[src/rtl/ppu_pkg.sv]
// Shared types, constants and helpers for the opsum post-processing unit.
package ppu_pkg;

  typedef enum logic [1:0] {
    ST_IDLE  = 2'd0,
    ST_RUN   = 2'd1,
    ST_DRAIN = 2'd2,
    ST_DONE  = 2'd3
  } state_e;

  localparam logic [7:0] INT8_MIN  = 8'h80;
  localparam logic [7:0] INT8_MAX  = 8'h7F;
  localparam int         OUT_BYTES = 4;
  localparam int         SAT_W     = 64;

  // Per-sample routing decided when the opsum is accepted.
  typedef struct packed {
    logic first;  // first column of a horizontal pool pair
    logic store;  // pair max goes to the line buffer
    logic emit;   // sample produces an output byte
    logic last;   // final output byte of the frame
  } tag_t;

  function automatic logic [7:0] sat_int8(input logic signed [SAT_W-1:0] v);
    if (v > 64'sd127)       return INT8_MAX;
    else if (v < -64'sd128) return INT8_MIN;
    else                    return v[7:0];
  endfunction

  function automatic logic [7:0] smax8(input logic [7:0] a, input logic [7:0] b);
    return ($signed(a) > $signed(b)) ? a : b;
  endfunction

endpackage

[src/rtl/ppu_quant.sv]
// Combinational requantiser: rounding arithmetic right shift, int8 saturation, optional ReLU.
module ppu_quant
  import ppu_pkg::*;
#(
  parameter int PSUM_BITS = 32
) (
  input  logic [PSUM_BITS-1:0] x,
  input  logic [5:0]           scale,
  input  logic                 relu,
  output logic [7:0]           y,
  output logic                 sat
);

  localparam int EW = PSUM_BITS + 1;

  logic [4:0]              shamt;
  logic signed [EW-1:0]    x_ext;
  logic signed [EW-1:0]    bias;
  logic signed [EW-1:0]    y_wide;
  logic signed [SAT_W-1:0] y_ext;

  always_comb begin
    shamt = (scale > 6'd31) ? 5'd31 : scale[4:0];
    x_ext = $signed({x[PSUM_BITS-1], x});
    bias  = '0;
    if (shamt != 5'd0) bias[shamt - 5'd1] = 1'b1;
    // One extra bit keeps x + bias from wrapping near the top of the range.
    y_wide = (x_ext + bias) >>> shamt;
    y_ext  = SAT_W'(y_wide);
    sat    = (y_ext > 64'sd127) || (y_ext < -64'sd128);
    y      = sat_int8(y_ext);
    if (relu && y[7]) y = 8'h00;
  end

endmodule

[src/rtl/opsum_ppu.sv]
// Opsum post-processing: requantise, optional 2x2 max-pool, pack int8 x4 per word.
// Build option: define PPU_SAT_CNT_EN to add the per-frame saturation counter output sat_cnt.
module opsum_ppu
  import ppu_pkg::*;
#(
  parameter int PSUM_BITS = 32,
  parameter int MAX_W     = 64,
  parameter int CNT_BITS  = 8
) (
  input  logic                 clk,
  input  logic                 rst,
  input  logic                 cfg_load,
  input  logic                 cfg_relu,
  input  logic                 cfg_maxpool,
  input  logic [5:0]           cfg_scale,
  input  logic [CNT_BITS-1:0]  cfg_row_len,
  input  logic [CNT_BITS-1:0]  cfg_rows,
  input  logic                 in_valid,
  output logic                 in_ready,
  input  logic [PSUM_BITS-1:0] in_data,
  output logic                 out_valid,
  input  logic                 out_ready,
  output logic [31:0]          out_data,
  output logic                 out_last,
  output logic                 busy,
  output logic                 done
`ifdef PPU_SAT_CNT_EN
  ,
  output logic [15:0]          sat_cnt
`endif
);

  localparam int LB_N  = MAX_W / 2;
  localparam int LB_AW = (LB_N > 1) ? $clog2(LB_N) : 1;
  localparam logic [CNT_BITS-1:0] ONE = CNT_BITS'(1);

  state_e              state_q, state_d;
  logic                relu_q, relu_d, pool_q, pool_d;
  logic [5:0]          scale_q, scale_d;
  logic [CNT_BITS-1:0] row_len_q, row_len_d, rows_q, rows_d;
  logic [CNT_BITS-1:0] row_q, row_d, col_q, col_d;
  logic                last_seen_q, last_seen_d;

  logic                q_valid_q, q_valid_d;
  logic [7:0]          q_byte_q, q_byte_d;
  tag_t                q_tag_q, q_tag_d;
  logic [LB_AW-1:0]    q_k_q, q_k_d;

  logic [7:0]          hold_q, hold_d;
  logic                p_valid_q, p_valid_d, p_last_q, p_last_d;
  logic [7:0]          p_byte_q, p_byte_d;

  logic [31:0]         pack_q, pack_d;
  logic [1:0]          cnt_q, cnt_d;
  logic                out_valid_q, out_valid_d, out_last_q, out_last_d;
  logic [31:0]         out_data_q, out_data_d;

  logic [7:0]          lbuf [LB_N];
  logic                lbuf_we;

  logic                adv, accept, last_in, zero_out, out_last_hs;
  logic [CNT_BITS-1:0] rows_ev, len_ev;
  logic [7:0]          qy, h, src_byte;
  logic                qsat, src_valid, src_last;
  logic [31:0]         merged;
  tag_t                tag_new;

  ppu_quant #(.PSUM_BITS(PSUM_BITS)) u_quant (
    .x     (in_data),
    .scale (scale_q),
    .relu  (relu_q),
    .y     (qy),
    .sat   (qsat)
  );

  // A stalled output word freezes every stage, so nothing is dropped or duplicated.
  assign adv         = !out_valid_q || out_ready;
  assign in_ready    = (state_q == ST_RUN) && adv;
  assign accept      = in_valid && in_ready;
  assign out_last_hs = out_valid_q && out_ready && out_last_q;
  assign rows_ev     = {rows_q[CNT_BITS-1:1], 1'b0};
  assign len_ev      = {row_len_q[CNT_BITS-1:1], 1'b0};
  assign last_in     = (row_q == rows_q - ONE) && (col_q == row_len_q - ONE);
  assign zero_out    = pool_q && ((rows_ev == '0) || (len_ev == '0));
  assign h           = smax8(hold_q, q_byte_q);
  assign src_valid   = pool_q ? p_valid_q : (q_valid_q && q_tag_q.emit);
  assign src_byte    = pool_q ? p_byte_q  : q_byte_q;
  assign src_last    = pool_q ? p_last_q  : q_tag_q.last;
  assign merged      = pack_q | (32'(src_byte) << {cnt_q, 3'b000});

  always_comb begin
    tag_new = '0;
    if (pool_q) begin
      tag_new.first = !col_q[0];
      tag_new.store = col_q[0] && !row_q[0] && (row_q != rows_q - ONE);
      tag_new.emit  = col_q[0] && row_q[0];
      tag_new.last  = tag_new.emit && (row_q == rows_ev - ONE) && (col_q == len_ev - ONE);
    end else begin
      tag_new.emit  = 1'b1;
      tag_new.last  = last_in;
    end
  end

  always_comb begin
    // NOTE: every _d starts from its _q so no path through this block infers a latch.
    state_d     = state_q;
    relu_d      = relu_q;
    pool_d      = pool_q;
    scale_d     = scale_q;
    row_len_d   = row_len_q;
    rows_d      = rows_q;
    row_d       = row_q;
    col_d       = col_q;
    last_seen_d = last_seen_q || out_last_hs;
    q_valid_d   = q_valid_q;
    q_byte_d    = q_byte_q;
    q_tag_d     = q_tag_q;
    q_k_d       = q_k_q;
    hold_d      = hold_q;
    p_valid_d   = p_valid_q;
    p_byte_d    = p_byte_q;
    p_last_d    = p_last_q;
    pack_d      = pack_q;
    cnt_d       = cnt_q;
    out_valid_d = out_valid_q;
    out_data_d  = out_data_q;
    out_last_d  = out_last_q;
    lbuf_we     = 1'b0;

    if (adv) begin
      q_valid_d = accept;
      if (accept) begin
        q_byte_d = qy;
        q_tag_d  = tag_new;
        q_k_d    = LB_AW'(col_q >> 1);
      end

      p_valid_d = 1'b0;
      if (q_valid_q && pool_q) begin
        if (q_tag_q.first) hold_d = q_byte_q;
        lbuf_we = q_tag_q.store;
        if (q_tag_q.emit) begin
          p_valid_d = 1'b1;
          p_byte_d  = smax8(h, lbuf[q_k_q]);
          p_last_d  = q_tag_q.last;
        end
      end

      out_valid_d = 1'b0;
      if (src_valid) begin
        if (src_last || (cnt_q == 2'(OUT_BYTES - 1))) begin
          out_valid_d = 1'b1;
          out_data_d  = merged;
          out_last_d  = src_last;
          pack_d      = '0;
          cnt_d       = '0;
        end else begin
          pack_d = merged;
          cnt_d  = cnt_q + 2'd1;
        end
      end
    end

    unique case (state_q)
      ST_IDLE: begin
        if (cfg_load) begin
          relu_d      = cfg_relu;
          pool_d      = cfg_maxpool;
          scale_d     = cfg_scale;
          row_len_d   = cfg_row_len;
          rows_d      = cfg_rows;
          row_d       = '0;
          col_d       = '0;
          last_seen_d = 1'b0;
          pack_d      = '0;
          cnt_d       = '0;
          state_d     = ((cfg_row_len == '0) || (cfg_rows == '0)) ? ST_DONE : ST_RUN;
        end
      end
      ST_RUN: begin
        if (accept) begin
          if (col_q == row_len_q - ONE) begin
            col_d = '0;
            row_d = row_q + ONE;
          end else begin
            col_d = col_q + ONE;
          end
          if (last_in) state_d = ST_DRAIN;
        end
      end
      ST_DRAIN: begin
        // The last word can handshake while trailing dropped inputs are still arriving.
        if (zero_out || last_seen_q || out_last_hs) state_d = ST_DONE;
      end
      default: state_d = ST_IDLE;
    endcase
  end

  // NOTE: sequential state uses <= so every flop samples the pre-edge value of its peers.
  always_ff @(posedge clk) begin
    if (rst) begin
      state_q     <= ST_IDLE;
      relu_q      <= 1'b0;
      pool_q      <= 1'b0;
      scale_q     <= '0;
      row_len_q   <= '0;
      rows_q      <= '0;
      row_q       <= '0;
      col_q       <= '0;
      last_seen_q <= 1'b0;
      q_valid_q   <= 1'b0;
      q_byte_q    <= '0;
      q_tag_q     <= '0;
      q_k_q       <= '0;
      hold_q      <= '0;
      p_valid_q   <= 1'b0;
      p_byte_q    <= '0;
      p_last_q    <= 1'b0;
      pack_q      <= '0;
      cnt_q       <= '0;
      out_valid_q <= 1'b0;
      out_data_q  <= '0;
      out_last_q  <= 1'b0;
    end else begin
      state_q     <= state_d;
      relu_q      <= relu_d;
      pool_q      <= pool_d;
      scale_q     <= scale_d;
      row_len_q   <= row_len_d;
      rows_q      <= rows_d;
      row_q       <= row_d;
      col_q       <= col_d;
      last_seen_q <= last_seen_d;
      q_valid_q   <= q_valid_d;
      q_byte_q    <= q_byte_d;
      q_tag_q     <= q_tag_d;
      q_k_q       <= q_k_d;
      hold_q      <= hold_d;
      p_valid_q   <= p_valid_d;
      p_byte_q    <= p_byte_d;
      p_last_q    <= p_last_d;
      pack_q      <= pack_d;
      cnt_q       <= cnt_d;
      out_valid_q <= out_valid_d;
      out_data_q  <= out_data_d;
      out_last_q  <= out_last_d;
    end
  end

  // NOTE: the line buffer has no reset; every odd-row read follows an even-row write in the same frame.
  always_ff @(posedge clk) begin
    if (lbuf_we) lbuf[q_k_q] <= h;
  end

`ifdef PPU_SAT_CNT_EN
  logic [15:0] sat_cnt_q, sat_cnt_d;

  always_comb begin
    sat_cnt_d = sat_cnt_q;
    if ((state_q == ST_IDLE) && cfg_load)                sat_cnt_d = '0;
    else if (accept && qsat && (sat_cnt_q != 16'hFFFF)) sat_cnt_d = sat_cnt_q + 16'd1;
  end

  always_ff @(posedge clk) begin
    if (rst) sat_cnt_q <= '0;
    else     sat_cnt_q <= sat_cnt_d;
  end

  assign sat_cnt = sat_cnt_q;
`endif

  assign out_valid = out_valid_q;
  assign out_data  = out_data_q;
  assign out_last  = out_last_q;
  assign busy      = (state_q != ST_IDLE);
  assign done      = (state_q == ST_DONE);

endmodule

[config.mk]
export PLATFORM = sky130hd
export DESIGN_NAME = opsum_ppu
export DESIGN_NICKNAME = d
export VERILOG_FILES = /design/src/rtl/ppu_pkg.sv /design/src/rtl/ppu_quant.sv /design/src/rtl/opsum_ppu.sv
export SDC_FILE = /design/constraint.sdc
export NUM_CORES = 1
export LEC_CHECK = 0
export ABC_AREA = 0
export BUFFER_PORTS_ARGS = -buffer_cell sky130_fd_sc_hd__clkbuf_2
export CORE_AREA = 5 5 256 258
export DETAILED_ROUTE_END_ITERATION = 10
export DIE_AREA = 0 0 261 263
export HOLD_SLACK_MARGIN = 0.02
export PLACE_DENSITY = 0.62
export RECOVER_POWER = 50
export SLEW_MARGIN = 20
export SYNTH_ARGS = -nofsm -noshare
export SYNTH_HDL_FRONTEND = slang
export SYNTH_SLANG_ARGS = --single-unit
[constraint.sdc]
create_clock -name clk -period 6 [get_ports clk]
set_input_delay 1.2 -clock clk [delete_from_list [all_inputs] [get_ports clk]]
set_output_delay 1.2 -clock clk [all_outputs]
set_load 0.005 [all_outputs]
* Word level (Yosys, flattened, before mapping)
Memory sizes are Yosys's and may differ from the RTL's. A register that Yosys moved wholly into a read port is not among the register bits.
Cells that the tools add are included.
** Cells by class
- Order comparisons :: 7
- Bitwise gates (word level) :: 1
- Reductions and logical operators :: 41
- Shifts and indexed selects :: 2
- Equality and inequality tests :: 14
- Add/sub/neg operators :: 9
- Muxes and demuxes :: 49
** Operators by type and width (count)
- $mux 32 :: 6
- $mux 8 :: 11
- $add 32x33->33 :: 1
- $gt 33x8->1 const B :: 1
- $lt 33x8->1 const B :: 1
- $sshr 33x5->33 :: 1
- $eq 8x8->1 :: 4
- $logic_not 8->1 :: 4
- $or 32x32->32 :: 1
- $pmux 8 s2 :: 2
- $shl 8x5->32 :: 1
- $sub 8x1->8 const B :: 4
- $mux 2 :: 12
- $add 8x1->8 const B :: 2
- $gt 8x8->1 :: 2
- $logic_and 1x1->1 :: 15
- $mux 5 :: 3
- $mux 1 :: 13
- $reduce_and 3->1 :: 4
- $ne 2x2->1 const B :: 4
- $ne 8x8->1 :: 1
- $reduce_and 4->1 :: 2
- $logic_or 1x1->1 :: 7
- $lt 5x7->1 const B :: 1
- 14 further kinds :: 20
** Storage, ports and cells
- Output and inout bits :: 37
- Memories :: 1
- Word-level logic and storage cells :: 149
- Memory bits (writable) :: 256
- Register bits after elaboration :: 147
** Memories
- lbuf :: words 32, width 8, read ports 1, clocked after Yosys merged registers in 1, write ports 1, RTL line opsum_ppu.sv:58 : logic [7:0] lbuf [LB_N];

* Logic depth before layout (Yosys ltp)
Gate-level depths: netlist of run 1.
- Depth after elaboration :: 15
- Gate-level depth with buffers :: 29
- Depth with buffers taken out :: 28

* Cells and area by module
From an unflattened synthesis of run 1, not the netlist that was laid out.
** Second synthesis, totals
- Cells, all modules :: 2196
- Area, all modules :: 22591.7 µm²
** By module, submodules not included
- opsum_ppu :: sequential area each 10730.3 µm², instances 1, cells an instance 1332, area each 17175.2 µm²
- ppu_quant :: sequential area each 0.0 µm², instances 1, cells an instance 864, area each 5416.4 µm²

* Least setup slack after synthesis of run 1
No wires, ideal clock.
- Path type :: register to register
- Start point :: register scale_q[5]
- End point :: register q_byte_q[6]
- Cell stages (with the launch flop) :: 23
- Slack :: 0.604 ns
- Clock period less this slack :: 5.396 ns
- Required time :: 5.937 ns
- Arrival time :: 5.334 ns
- Cells stage by stage :: dfxtp_1 -> clkbuf_1 -> nor2_1 -> buf_1 -> buf_1 -> nand3_1 -> nor2_1 -> ha_1 -> buf_2 -> and4_1 -> and4_1 -> a32o_1 -> nor3b_2 -> mux2_2 -> a2111oi_0 -> a221oi_1 -> a31oi_1 -> a222oi_1 -> a2111oi_1 -> nand4b_1 -> a211o_1 -> a221oi_2 -> nand3b_1
** Between the ends
- Cells in the longest elaborated chain, start to end :: 15
- Elaborated cells between the ends (all ways) :: 18
** Ends and longest elaborated chain
- start, declared :: RTL line opsum_ppu.sv:39 : logic [5:0] scale_q, scale_d;
- start signal, assigned :: RTL line opsum_ppu.sv:228 : scale_q <= scale_d;
- $gt 6x5->1 (*) :: RTL line ppu_quant.sv:23 : shamt = (scale > 6'd31) ? 5'd31 : scale[4:0];
- $mux 5 (*) :: RTL line ppu_quant.sv:23
- $sub 5x1->5 :: RTL line ppu_quant.sv:26 : if (shamt != 5'd0) bias[shamt - 5'd1] = 1'b1;
- $lt 5x7->1 (not written as such) / $ge 5x1->1 (equally long branches) :: RTL line ppu_quant.sv:26
- $logic_and 1x1->1 (not written as such) :: RTL line ppu_quant.sv:26
- $mux 1 (not written as such) :: RTL line ppu_quant.sv:26
- $demux 1 s5
- $mux 32 :: RTL line ppu_quant.sv:26
- $add 32x33->33 :: RTL line ppu_quant.sv:28 : y_wide = (x_ext + bias) >>> shamt;
- $sshr 33x5->33 (*) :: RTL line ppu_quant.sv:28
- $lt 33x8->1
- $mux 8 :: RTL line ppu_pkg.sv:26 : else if (v < -64'sd128) return INT8_MIN;
- $mux 8 (*) :: RTL line ppu_pkg.sv:25 : if (v > 64'sd127) return INT8_MAX;
- $logic_and 1x1->1 :: RTL line ppu_quant.sv:32 : if (relu && y[7]) y = 8'h00;
- $mux 8 (*) :: RTL line ppu_quant.sv:32
- end signal, assigned :: RTL line opsum_ppu.sv:235 : q_byte_q <= q_byte_d;
- end, declared :: RTL line opsum_ppu.sv:45 : logic [7:0] q_byte_q, q_byte_d;
Every way passes the cells marked *; elsewhere a longest branch is shown, timed or not.
A chain may end at the register's enable or synchronous reset.

* Worst setup path in the final report of run 1
- Start point :: register scale_q[0]
- End point :: register q_byte_q[6]
** Between the ends
- Cells in the longest elaborated chain, start to end :: 15
- Elaborated cells between the ends (all ways) :: 18
** Ends and longest elaborated chain (RTL line)
- $gt 6x5->1 :: ppu_quant.sv:23
- $mux 5 (*) :: ppu_quant.sv:23
- $sub 5x1->5 :: ppu_quant.sv:26
- $lt 5x7->1 (not written as such) / $ge 5x1->1 (equally long branches) :: ppu_quant.sv:26
- $logic_and 1x1->1 (not written as such) :: ppu_quant.sv:26
- $mux 1 (not written as such) :: ppu_quant.sv:26
- $demux 1 s5
- $mux 32 :: ppu_quant.sv:26
- $add 32x33->33 :: ppu_quant.sv:28
- $sshr 33x5->33 (*) :: ppu_quant.sv:28
- $lt 33x8->1
- $mux 8 :: ppu_pkg.sv:26
- $mux 8 (*) :: ppu_pkg.sv:25
- $logic_and 1x1->1 :: ppu_quant.sv:32
- $mux 8 (*) :: ppu_quant.sv:32
Marked as above.

==> summary.md, run 1 <==
| Metric | Value |
|---|---|
| Area grow syn2layout | 11.83% |
| Post-synthesis cell area | about 0.022 mm^2 |
| Most common cell in the netlist | nor2_1 |
| Hold Buf Count CTS | 0 |
| Setup TNS Final | 0 ns |
| Worst EP arrival | 6.26 ns |
| Measured slew at the worst slew-check pin | 2.558 ns |
| Setup Skew | 0.01424 ns |
| Final worst-path cycle share | 96.33% |
| Post-synth top area share | 35.24% |
| I/O pin count | 98 |
| Peak supply drop | 0.1599 mV |
| Fin nets | 2,253 |
| Share of cells above drive strength 1 | 14.27% |
| DR vias | 17,111 |
| Synth Instances | 2,080 |
| Max-cap violations | 2 |
| DIE HEIGHT | 263 um |
| Global-route wire length before repair | between 90,000 and 100,000 um |
| Synth area leaders | edfxtp_1 35%, dfxtp_1 14%, mux4_2 8.5%, nor2_1 4.5%, a21oi_1 4.2% |
| Final Non-Filler Cells | 3,006 |
| Gr ovfl total | 0 |
| ANT nets after route | 0 |
| Die area | between 0.06 and 0.07 mm^2 |
| Yosys warnings | 0 |
| Largest fanout on the critical path | 12 |
| Initial Util | a little over a third |
| Minimum clock period | 5.780 ns |
| Top_reg_cell synth | edfxtp_1 |
| Failing checks | max-capacitance violations, max-slew violations |
| Initial antenna violation count | 1 |
| Syn_nets | between 2,000 and 2,500 |
| Clock tree sinks | 408 |
| Final Max Tran Viols | 119 |
| Finish-stage setup viols | 0 |
| Asr flop ratio synth | 0% |
| Placer congestion estimate | 0.9423 |
| RSZ-0062 raised after global routing | true |
| Die X | 261 um |
| Status | finished, violations left |
| Largest net degree at the start of global routing | 66 |
| Tot Pwr | slightly below 8000 uW |
| Fin Hold WS | 0.4555 ns |
| CP Capture Type | flip-flop |
| Leak pwr | roughly 0.0083 uW |
| Worst hold-check path type | reg -> reg |
| Inst Count DP | 2,934 |
| Inserted Clock Buffers | 40 |
| CTS max path bufs | 3 |
| Startpoint Class | flip-flop |
| Vias in the first global route | roughly 17,000 |
| Wirelength, routed | a little over 60,000 um |
| Worst skew pair latency | roughly 0.54 ns |
| Slew headroom | -70.52% |
| Root Driver | clkbuf_16 |
| Post-synth EDFFs | 256 |
| Post-synth cell types | 89 |
| Per-cell routed wire length | 20.49 um |
| Post_cts resized | 0 |
| Largest area contributor in the netlist | edfxtp_1 |
| WP data required | 6.48 ns |
| Residual DRC | 0 |
| Dpl cell area | 0.02323 mm^2 |
| Avg Inst Size Synth | 10.49 um^2 |
| Final instance area | 0.02440 mm^2 |
| Seq/Total Area, Yosys | around 49% |
| Core Box Area | 0.06274 mm^2 |
| Flops & latches, synth | 408 |
| FMAX | 0.1730 GHz |
| Commonest cells in the netlist | 263 x nor2_1, 256 x edfxtp_1, 211 x nand2_1 |
| TritonCTS clock tree | yes |
| HPWL Detailed | 43,770 um |
| # Post-CTS Setup Buffers | 0 |
| Total power per unit cell area | 317.9 mW/mm^2 |
| CP Class | reg -> reg |
| Depth of the CTS H-tree | 2 |
| Rows | 92 |
| Clock-pin slew on the worst setup and hold paths | around 0.060 ns |
| Overall Global Routing Usage | roughly 17% |
| Drt first pass iters | 7 |
| Port buffer count | 97 |
| Starting DRT DRC Count | 1,896 |
| Final hold violation count | 0 |
| Detail-routed via count per cell | approximately 5.7 |
==> final timing paths <==
kind	start	endpoint	slack (ns)	cells past startpoint
worst max register to register	scale_q[0]	q_byte_q[6]	0.22	20
worst max-delay path	scale_q[0]	q_byte_q[6]	0.22	20
worst min register to register	p_last_q	p_last_q	0.46	2
worst min-delay path	p_last_q	p_last_q	0.46	2
==> flip-flops by register name (all words and copies together) (netlist names), 2 cells and up, named ones only <==
name / count
row_q: 8
pack_q: 32
out_data: 32
row_len_q: 8
q_k_q: 5
hold_q: 8
col_q: 8
q_tag_q: 4
lbuf: 256
q_byte_q: 8
cnt_q: 2
rows_q: 8
state_q: 2
p_byte_q: 8
scale_q: 6
==> critical path, cell delays in order (launching register included) <==
cell and delay (ns):
dfxtp_1 0.33, buf_4 0.20, inv_1 0.16, nor2_1 0.25, nand3_2 0.20, nor3_2 0.24, ha_1 0.41, and4_1 0.33
and4_1 0.22, a32o_1 0.23, nor3b_2 0.33, mux2_2 0.38, a2111oi_1 0.44, a221oi_1 0.18, a31oi_1 0.28, a222oi_1 0.17
a2111oi_1 0.42, nand4b_1 0.16, a211o_1 0.40, a221oi_2 0.24, nand3b_1 0.13
==> where the power goes <==
part | leakage [uW] | switching, uW | total (uW) | internal [uW]
Sequential | 0.00369 | 80.8 | 3150 | 3070
Combinational | 0.00402 | 1490 | 2290 | 793
Clock | 0.000570 | 1030 | 2320 | 1280
==> placed cells by master (no fill, tap or decap), drive strengths merged, types with 13 or more instances in the layout <==
cell type	instances
dfxtp	152
or3	18
xor2	29
ha	61
nand3	49
buf	49
edfxtp	256
o21ai	100
clkbuf	153
o211ai	17
xnor2	38
o22ai	17
nand2	211
nor3	53
nand2b	15
a211oi	52
mux2	18
nor2	263
inv	33
mux4	82
a21oi	185
nor4	22
mux2i	49
nand4	24
nor2b	13
and3	15
==> per-layer routing <==
metal  global-route usage (%)  wire (um)
met5                        0          0
met4                    4.162       1496
met1                    24.55      26890
met2                    27.71      28830
met3                    2.319       4390
==> through the flow <==
stage	setup WS [ns]	util, %
4_1_cts	0.09425	38.94
3_3_place_gp	0.09186	37.02
5_1_grt	-0.01841	38.89
2_1_floorplan	0.6039	-
6_report	0.2200	38.89
3_5_place_dp	0.1284	37.02
==> final cells by class <==
type / instances / area, um^2
Antenna cell: 1 / 2.502
Clock buffer: 53 / 1091
Clock inverter: 18 / 108.9
Fill cell: 6081 / 38340
Inverter: 32 / 120.1
Multi-Input combinational cell: 1499 / 10440
Sequential cell: 408 / 10740
Tap cell: 846 / 1059
Timing Repair Buffer: 149 / 840.8
==> kinds of logic (layout without fill, tap and decap cells) <==
group	after synthesis	count (layout)	synth area share [%]
adder cells (fa/ha/maj)	62	62	3.590
multiplexers	149	149	11.70
AND/OR/NAND/NOR	731	731	15.34
other	1	2	0.01719
flip-flops	408	408	49.18
AO/OA/AOI/OAI	489	489	14.26
buffers and inverters	173	252	3.103
XOR/XNOR	67	67	2.810
(Power assumes the default switching activity.)
==> run 2: changes to the inputs <==
--- a/config.mk
+++ b/config.mk
@@ -8,6 +8,7 @@
 export ABC_AREA = 0
 export BUFFER_PORTS_ARGS = -buffer_cell sky130_fd_sc_hd__clkbuf_2
 export CORE_AREA = 5 5 256 258
+export CTS_BUF_LIST = sky130_fd_sc_hd__clkbuf_16
 export DETAILED_ROUTE_END_ITERATION = 10
 export DIE_AREA = 0 0 261 263
 export HOLD_SLACK_MARGIN = 0.02
==> run 2 against run 1 <==
The run still ends with max-capacitance violations, max-slew violations left. Sequential share of layout area is essentially flat. Final cell count is essentially flat. Clock power shrank 2%. Highest routed layer unchanged. Non-clock buffer count is the same.
==> summary.md, run 2 (synthesized netlist as in run 1, its figures left out) <==
| Metric | Value |
|---|---|
| Filler Cell Count | 6,090 |
| Slowest CP cell | a2111oi_1 |
| Finish-stage setup viols | 0 |
| Per-cell routed wire length | around 20 um |
| Setup Skew | 0.01330 ns |
| Worst EP arrival | ~6.3 ns |
| Share of cells above drive strength 1 | roughly 14% |
| Minimum clock period | 5.805 ns |
| DIE HEIGHT | 263 um |
| Worst hold-check path type | reg -> reg |
| Area grow syn2layout | 11.73% |
| Final worst-path cycle share | 96.76% |
| Residual DRC | 0 |
| Die X | 261 um |
| Slew headroom | -70.98% |
| Overall Global Routing Usage | 17.14% |
| DR vias | between 15,000 and 20,000 |
| Biggest register | lbuf |
| Max-cap violations | 2 |
| Most frequent cells in the layout | 261 x nor2_1, 256 x edfxtp_1, 211 x nand2_1, 185 x a21oi_1, 150 x dfxtp_1 |
| Root Driver | clkbuf_16 |
| Depth of the CTS H-tree | 2 |
| Failing checks | max-capacitance violations, max-slew violations |
| Rows | 92 |
| Setup TNS Final | 0 ns |
| Vias in the first global route | 16,663 |
| # Post-CTS Setup Buffers | 0 |
| Met2 GRT Util | approximately 28% |
| Startpoint Class | flip-flop |
| Footprint of the multi-input gates | ~0.010 mm^2 |
| N_diodes | 0 |
| Met1 Resource Use GR | 24.55% |
| Grt met3 use | under 10% |
| Global-route wire length before repair | ~95,000 um |
| Starting DRT DRC Count | 1,909 |
| Wirelength, routed | 61,430 um |
| Largest net degree at the start of global routing | 66 |
| Setup slack, reg-to-reg | 0.19 ns |
| Dpl ws | 0.1284 ns |
| Status | finished, violations left |
| Max FFs per register | 256 |
| Most Crowded Layer GR | met2 |
| Max stage delay on crit path | 0.44 ns |
| Final hold violation count | 0 |
| Largest fanout on the critical path | 12 |
| Register area | roughly 0.011 mm^2 |
| Drt first pass iters | 8 |
| Gr ovfl total | 0 |
| Worst skew pair latency | ~0.54 ns |
| Most common cell after layout, fill and taps aside | nor2_1 |
| Port buffer count | 97 |
| Final core utilization | 38.86% |
| Initial Util | 34.78% |
| Total power per unit cell area | 316.3 mW/mm^2 |
| CTS max path bufs | 3 |
| CP Class | reg -> reg |
| Measured slew at the worst slew-check pin | 2.565 ns |
| Clock tree sinks | 408 |
| Fin nets | 2,253 |
| Placer congestion estimate | 0.9423 |
| HPWL Detailed | 43,770 um |
| Final Max Tran Viols | 119 |
| TritonCTS clock tree | yes |
| Initial antenna violation count | 1 |
| Detail-routed via count per cell | ~5.7 |
| WP data required | ~6.5 ns |
| Inserted Clock Buffers | 40 |
| Setup WS post-layout | 0.1946 ns |
| Cell Chain, Critical Path | buf_4, inv_1, nor2_1, nand3_2, nor3_2, ha_1, and4_1, and4_1, a32o_1, nor3b_2, mux2_2, a2111oi_1, a221oi_1, a31oi_1, a222oi_1, a2111oi_1, nand4b_1, a211o_1, a221oi_2, nand3b_1 |
| I/O pin count | between 90 and 100 |
| CP Capture Type | flip-flop |
| ANT nets after route | 0 |
| Leak pwr | a little over 0.008 uW |
| FMAX | around 0.17 GHz |
| Die area | 0.06864 mm^2 |
| Peak supply drop | 0.1597 mV |
| Core Box Area | 0.06274 mm^2 |
| RSZ-0062 raised after global routing | true |
| Clock-pin slew on the worst setup and hold paths | 0.06 ns |
## run 2: cell count changes in the layout (fill, tap and decap cells not counted), sizes merged
cell | previous run | this run
clkinv | 12 | 14
clkbuf | 153 | 141
diode | 1 | 0
inv | 33 | 43
## run 2: path summary, 6_finish.rpt
path | startpoint | endpoint | depth (start not counted)
max | scale_q[0] | q_byte_q[6] | 20
min | p_last_q | p_last_q | 2
max reg2reg | scale_q[0] | q_byte_q[6] | 20
min reg2reg | p_last_q | p_last_q | 2
## run 2: stage by stage
stage | cells | cell area, um^2 | hold WS [ns] | total power (uW)
6_report | 3005 | 24380 | 0.4554 | 7711
5_1_grt | 3005 | 24380 | 0.4837 | 8065
4_1_cts | 3005 | 24410 | 0.4541 | 7704
3_5_place_dp | 2934 | 23230 | 0.4449 | 5417
3_3_place_gp | 2934 | 23230 | 0.4404 | 5423
2_1_floorplan | 2080 | 21820 | 0.4329 | 4746
## run 2: worst max-delay path: cells and delay by family, from the launching register on
family                     cells  cell delay (ns)
AOI/OAI and AO/OA              8             2.37
and+or+nand+nor                8             1.88
adders and majority gates      1             0.42
muxes                          1             0.38
buffers and inverters          2             0.36
DFF                            1             0.32
## run 2: layout make-up
cell class | count | area share [%]
flip-flops and latches | 408 | 44.05
inverters | 32 | 0.4928
multi-input cells | 1499 | 42.82
repair buffers | 149 | 3.449
clock buffers | 41 | 4.209
well taps | 846 | 4.342
clock inverters | 30 | 0.6314
## run 2: timing repair
| item | CTS | global route |
|---|---|---|
| hold buffers | 0 | 0 |
| endpoints found under the setup margin | 0 | 7 |
| hold endpoints to repair | 0 | 0 |
| resized for setup | 0 | 6 |
## run 2: layer usage
metal / routed length (um) / share of wire [%]
met1: 26980 / 44
met2: 28730 / 47
met3: 4260 / 6.9
met4: 1459 / 2.4
met5: 0 / 0
## run 2: power breakdown
group | switching [uW] | leakage [uW] | internal (uW)
Clock | 1030 | 0.000600 | 1240
Sequential | 81.2 | 0.00369 | 3070
Combinational | 1490 | 0.00402 | 793
Total | 2610 | 0.00830 | 5100
